File: config.mk
export PLATFORM = sky130hd
export DESIGN_NAME = multiport_regfile
export DESIGN_NICKNAME = d
export VERILOG_FILES = /design/src/rtl/regfile_pkg.sv /design/src/rtl/regfile_scoreboard.sv /design/src/rtl/multiport_regfile.sv
export SDC_FILE = /design/constraint.sdc
export NUM_CORES = 1
export LEC_CHECK = 0
export BUFFER_PORTS_ARGS = -buffer_cell sky130_fd_sc_hd__buf_2
export CORE_MARGIN = 2
export CORE_UTILIZATION = 45
export CTS_CLUSTER_DIAMETER = 30
export DETAILED_ROUTE_END_ITERATION = 12
export PLACE_DENSITY = 0.72
export SLEW_MARGIN = 20
export SYNTH_ARGS = -nofsm -noshare
export SYNTH_HDL_FRONTEND = slang
export SYNTH_SLANG_ARGS = --single-unit
export TNS_END_PERCENT = 5
File: constraint.sdc
create_clock -name clk -period 3.3 [get_ports clk]
set_input_delay 0.165 -clock clk [delete_from_list [all_inputs] [get_ports clk]]
set_output_delay 0.165 -clock clk [all_outputs]
set_load 0.005 [all_outputs]
File: src/rtl/regfile_pkg.sv
// Shared constants and write-port arbitration for the multiport register file
// and its reservation scoreboard.
package regfile_pkg;

  localparam int DEFAULT_DATA_W = 16;
  localparam int DEFAULT_ADDR_W = 3;

  typedef enum logic [1:0] {
    WSEL_NONE = 2'd0,
    WSEL_P0   = 2'd1,
    WSEL_P1   = 2'd2
  } wsel_e;

  // Port 1 wins when both write ports target the same register.
  function automatic wsel_e write_sel(input logic hit0, input logic hit1);
    if (hit1) return WSEL_P1;
    if (hit0) return WSEL_P0;
    return WSEL_NONE;
  endfunction

endpackage

File: src/rtl/regfile_scoreboard.sv
// Per-register pending bits: set by accepted reservations, cleared by writes.
// Exposes busy flags for the read addresses and the WAW stall signal res_ready.
module regfile_scoreboard
  import regfile_pkg::*;
#(
  parameter int ADDR_W   = DEFAULT_ADDR_W,
  parameter int ZERO_REG = 0
) (
  input  logic              clk,
  input  logic              rst_n,
  input  logic              clock_enable,
  input  logic              we0,
  input  logic              we1,
  input  logic [ADDR_W-1:0] waddr0,
  input  logic [ADDR_W-1:0] waddr1,
  input  logic              res_valid,
  input  logic [ADDR_W-1:0] res_addr,
  input  logic [ADDR_W-1:0] raddr1,
  input  logic [ADDR_W-1:0] raddr2,
  output logic              res_ready,
  output logic              busy1,
  output logic              busy2
);

  localparam int DEPTH = 1 << ADDR_W;

  logic [DEPTH-1:0] pending;
  logic [DEPTH-1:0] pending_nxt;
  logic             res_accept;

  // Stall depends only on registered state, never on the write ports.
  assign res_ready  = ~pending[res_addr];
  assign res_accept = res_valid & res_ready;
  assign busy1      = pending[raddr1];
  assign busy2      = pending[raddr2];

  always_comb begin
    // NOTE: default first so every path assigns pending_nxt and no latch is inferred.
    pending_nxt = pending;
    for (int i = 0; i < DEPTH; i++) begin
      if (ZERO_REG != 0 && i == 0) begin
        pending_nxt[i] = 1'b0;
      end else if (res_accept && res_addr == ADDR_W'(i)) begin
        pending_nxt[i] = 1'b1;
      end else if ((we0 && waddr0 == ADDR_W'(i)) || (we1 && waddr1 == ADDR_W'(i))) begin
        pending_nxt[i] = 1'b0;
      end
    end
  end

  // NOTE: sequential state uses non-blocking assignments only.
  always_ff @(posedge clk or negedge rst_n) begin
    if (!rst_n) begin
      pending <= '0;
    end else if (clock_enable) begin
      pending <= pending_nxt;
    end
  end

endmodule

File: src/rtl/multiport_regfile.sv
// Two-write, two-read register file with same-cycle write bypass, optional
// hardwired-zero register 0 and a reservation scoreboard.
module multiport_regfile
  import regfile_pkg::*;
#(
  parameter int DATA_W   = DEFAULT_DATA_W,
  parameter int ADDR_W   = DEFAULT_ADDR_W,
  parameter int ZERO_REG = 0,
  parameter int BYPASS   = 1
) (
  input  logic              clk,
  input  logic              rst_n,
  input  logic              clock_enable,
  input  logic              we0,
  input  logic              we1,
  input  logic [ADDR_W-1:0] waddr0,
  input  logic [ADDR_W-1:0] waddr1,
  input  logic [DATA_W-1:0] wdata0,
  input  logic [DATA_W-1:0] wdata1,
  input  logic [ADDR_W-1:0] raddr1,
  input  logic [ADDR_W-1:0] raddr2,
  output logic [DATA_W-1:0] rdata1,
  output logic [DATA_W-1:0] rdata2,
  output logic              busy1,
  output logic              busy2,
  input  logic              res_valid,
  input  logic [ADDR_W-1:0] res_addr,
  output logic              res_ready
);

  localparam int DEPTH = 1 << ADDR_W;

  logic [DATA_W-1:0] regs [DEPTH];
  logic [ADDR_W-1:0] raddr [2];
  logic [DATA_W-1:0] rdata [2];
  logic              bypass_en;

  // NOTE: the array is flops, not a RAM macro, so every entry gets the async reset.
  always_ff @(posedge clk or negedge rst_n) begin
    if (!rst_n) begin
      for (int i = 0; i < DEPTH; i++) regs[i] <= '0;
    end else if (clock_enable) begin
      for (int i = 0; i < DEPTH; i++) begin
        if (!(ZERO_REG != 0 && i == 0)) begin
          case (write_sel(we0 && waddr0 == ADDR_W'(i), we1 && waddr1 == ADDR_W'(i)))
            WSEL_P1: regs[i] <= wdata1;
            WSEL_P0: regs[i] <= wdata0;
            default: ;
          endcase
        end
      end
    end
  end

  // Forwarding is suppressed in reset so the read ports show the cleared array.
  assign bypass_en = (BYPASS != 0) && clock_enable && rst_n;
  assign raddr[0]  = raddr1;
  assign raddr[1]  = raddr2;

  always_comb begin
    for (int p = 0; p < 2; p++) begin
      rdata[p] = regs[raddr[p]];
      if (bypass_en) begin
        case (write_sel(we0 && waddr0 == raddr[p], we1 && waddr1 == raddr[p]))
          WSEL_P1: rdata[p] = wdata1;
          WSEL_P0: rdata[p] = wdata0;
          default: ;
        endcase
      end
      if (ZERO_REG != 0 && raddr[p] == '0) rdata[p] = '0;
    end
  end

  assign rdata1 = rdata[0];
  assign rdata2 = rdata[1];

  regfile_scoreboard #(
    .ADDR_W  (ADDR_W),
    .ZERO_REG(ZERO_REG)
  ) u_scoreboard (
    .clk         (clk),
    .rst_n       (rst_n),
    .clock_enable(clock_enable),
    .we0         (we0),
    .we1         (we1),
    .waddr0      (waddr0),
    .waddr1      (waddr1),
    .res_valid   (res_valid),
    .res_addr    (res_addr),
    .raddr1      (raddr1),
    .raddr2      (raddr2),
    .res_ready   (res_ready),
    .busy1       (busy1),
    .busy2       (busy2)
  );

endmodule

==> flow_metrics.tcl <==
set metrics [dict create \
    cp_data_required_time_ns 3.13 \
    postCtsHoldBufs 1 \
    layout_commonest_cell "mux2i_1" \
    final_core_util_pct 51.12 \
    path_clk_slew_ns 0.06 \
    post_cts_buffers 0 \
    drive_gt1_share_pct 25.71 \
    cts_sinks 136 \
    crit_fanout 39 \
    vias_per_cell 6.472 \
    crit_path_end_kind "output pin" \
    tightest_slew_ns 0.8993 \
    synth.largest_area_cell "dfrtp_1" \
    grt.overflow.total 0 \
    die-area_mm2 0.02308 \
    power_density_mw_per_mm2 553.6 \
    synth.area.top_cells "dfrtp_1 35%, mux2i_1 20%, mux4_2 16%, o21ai_0 6.5%, nand2_1 5.9%" \
    hold_viol 0 \
    drt.antenna.violating_nets 0 \
    wl_um 31420 \
    die_w_um 151.9 \
    slowest_delay_ns 0.54 \
    finalSetupViolations 0 \
    critPathKind "input pin to output pin" \
    grt_max_degree 54 \
    finalSetupTns_ns 0 \
    min_period_over_period_pct 76.15 \
    syn_to_final_growth_pct 12.23 \
    hold_path_class "input pin to register" \
    startpoint_type "input pin" \
    nNetsFinal 1021 \
    worstPathArrival_ns 2.35 \
    yosysWarnings 0 \
    drc 0 \
    vias 8161 \
    antenna_found_initial 1 \
    dpl.hpwl_um 19580 \
    post_cts_resized 0 \
    ys_types 38 \
    crit_path_top_delay_cell "dlygate4sd3_1" \
    fin_crit_ns 2.513 \
    p_leak_nw 4.686 \
    fillers 1966 \
    run_status "complete, no violations" \
    crit_family "buffers and inverters" \
    synth-seq-area-share_pct 34.56 \
    finalClockSkew_ns 0 \
    rsz0062_at_grt "no" \
    grt_pass1_vias 8309 \
    cts_root_buf "clkbuf_16" \
    syn-instance-count 946 \
    drtPass1Iterations 7 \
    core_mm2 0.02162 \
    multi_input_area_mm2 0.005928 \
    dp_slack_ns 0.8954 \
    syn_area_mm2 0.009848 \
    wl_per_cell_um 24.92 \
    drt_iter0_drc 864 \
    final_cell_mix "192 x mux2i_1, 154 x nand2_1, 136 x dfrtp_1" \
    slew_viol_final 0 \
    maxSlewHeadroom_pct 39.99 \
    cts_tree "built" \
    yosys.area.top_type_share_pct 34.56 \
    ys_ff_latch 136 \
    die_h_um 151.9 \
    grt_usage_pct 27.19 \
    grt_pass1_wl_um 48600 \
    crit_buf_inv 3 \
    ir_worst_vdd_mv 0.3195 \
    syn-num-nets 999 \
    initial_utilization_pct 45.55 \
    postSynthAreaPerCell_um2 10.41 \
    path_cells "dlygate4sd3_1 > buf_6 > nand2_1 > a21o_1 > a22oi_1 > buf_2" \
    io_buffers 87 \
    achievable-frequency_ghz 0.3979 \
    register_area_mm2 0.003403 \
    fin_ws_ns 0.7870 \
    whs_ns 0.02115 \
    place.gp.congestion 0.8870 \
    cts_made_buffers 17 \
    cts_htree_levels 4 \
    io_pins 88 \
    insertion_delay_ns 0.42 \
    std_cell_rows 54 \
    maxCapViolCount 0 \
    cts_buffer_depth 2 \
]
power breakdown:
group / switching, W / total, W / internal [W]
clock: 0.000734 / 0.00207 / 0.00134
sequential: 0.000341 / 0.00240 / 0.00205
combinational: 0.000818 / 0.00165 / 0.000831
total: 0.00189 / 0.00612 / 0.00423
synthesized netlist by cell type, drive strengths merged:
| cell type | count |
|---|---|
| nand2 | 154 |
| a21oi | 1 |
| buf | 43 |
| nand2b | 2 |
| mux4 | 70 |
| dfrtp | 136 |
| nor2 | 1 |
| o41ai | 2 |
| clkbuf | 75 |
| nor4bb | 6 |
| a21o | 1 |
| and2 | 2 |
| o31ai | 6 |
| o22ai | 16 |
| nor4 | 16 |
| mux2i | 192 |
| mux2 | 2 |
| o21ai | 136 |
| or4b | 1 |
| nand4 | 19 |
| a22oi | 16 |
| xnor2 | 9 |
| nor2b | 25 |
| xor2 | 3 |
| and4b | 6 |
| nor4b | 2 |
| and4 | 2 |
| nand3b | 1 |
| nand3 | 1 |
kinds of logic (layout without fill, tap and decap cells):
family | count (synthesis) | after routing | synth area share [%]
AO/OA/AOI/OAI | 178 | 178 | 10.66
XOR/XNOR | 12 | 12 | 1.334
buffers and inverters | 118 | 152 | 5.755
flip-flops | 136 | 136 | 34.56
multiplexers | 264 | 264 | 35.75
other | 0 | 1 | 0
AND/OR/NAND/NOR | 238 | 238 | 11.94
layout make-up:
cell class / instances / share of cell area [%]
Multi-Input combinational cell: 692 / 53.63
Sequential cell: 136 / 30.79
Timing Repair Buffer: 121 / 6.667
Clock buffer: 24 / 4.449
Tap cell: 280 / 3.170
Clock inverter: 7 / 1.268
Antenna cell: 1 / 0.02264
flip-flops by register name (all words and copies together), names as in the netlist:
name and flops:
regs 128, u_scoreboard.pending 8
final timing paths:
kind | startpoint | endpoint | slack (ns) | cells after the start
hold reg to reg | regs[81] | regs[81] | 0.50 | 2
min in group asynchronous | rst_n | u_scoreboard.pending[1] | 0.20 | 2
setup reg to reg | u_scoreboard.pending[4] | u_scoreboard.pending[4] | 2.34 | 1
setup / recovery | rst_n | rdata1[5] | 0.79 | 6
max in group asynchronous | rst_n | regs[22] | 2.06 | 3
hold / removal | res_addr[1] | u_scoreboard.pending[0] | 0.02 | 2
metal layers:
| layer | track usage [%] | vias up | share of wire [%] |
|---|---|---|---|
| li1 | - | 3532 | - |
| met1 | 33.53 | 4049 | 40 |
| met2 | 43.44 | 465 | 47 |
| met3 | 5.476 | 115 | 7.5 |
| met4 | 18.11 | 0 | 5.8 |
| met5 | 0 | - | 0 |
stage by stage:
step	power [W]	cells	area, um^2
2_1_floorplan	0.003443	946	9848
3_5_place_dp	0.004013	1228	10410
4_1_cts	0.006102	1260	11050
5_1_grt	0.006383	1261	11050
6_report	0.006119	1261	11050
3_3_place_gp	0.003946	1228	10410
Power figures use the tool's default switching activity.
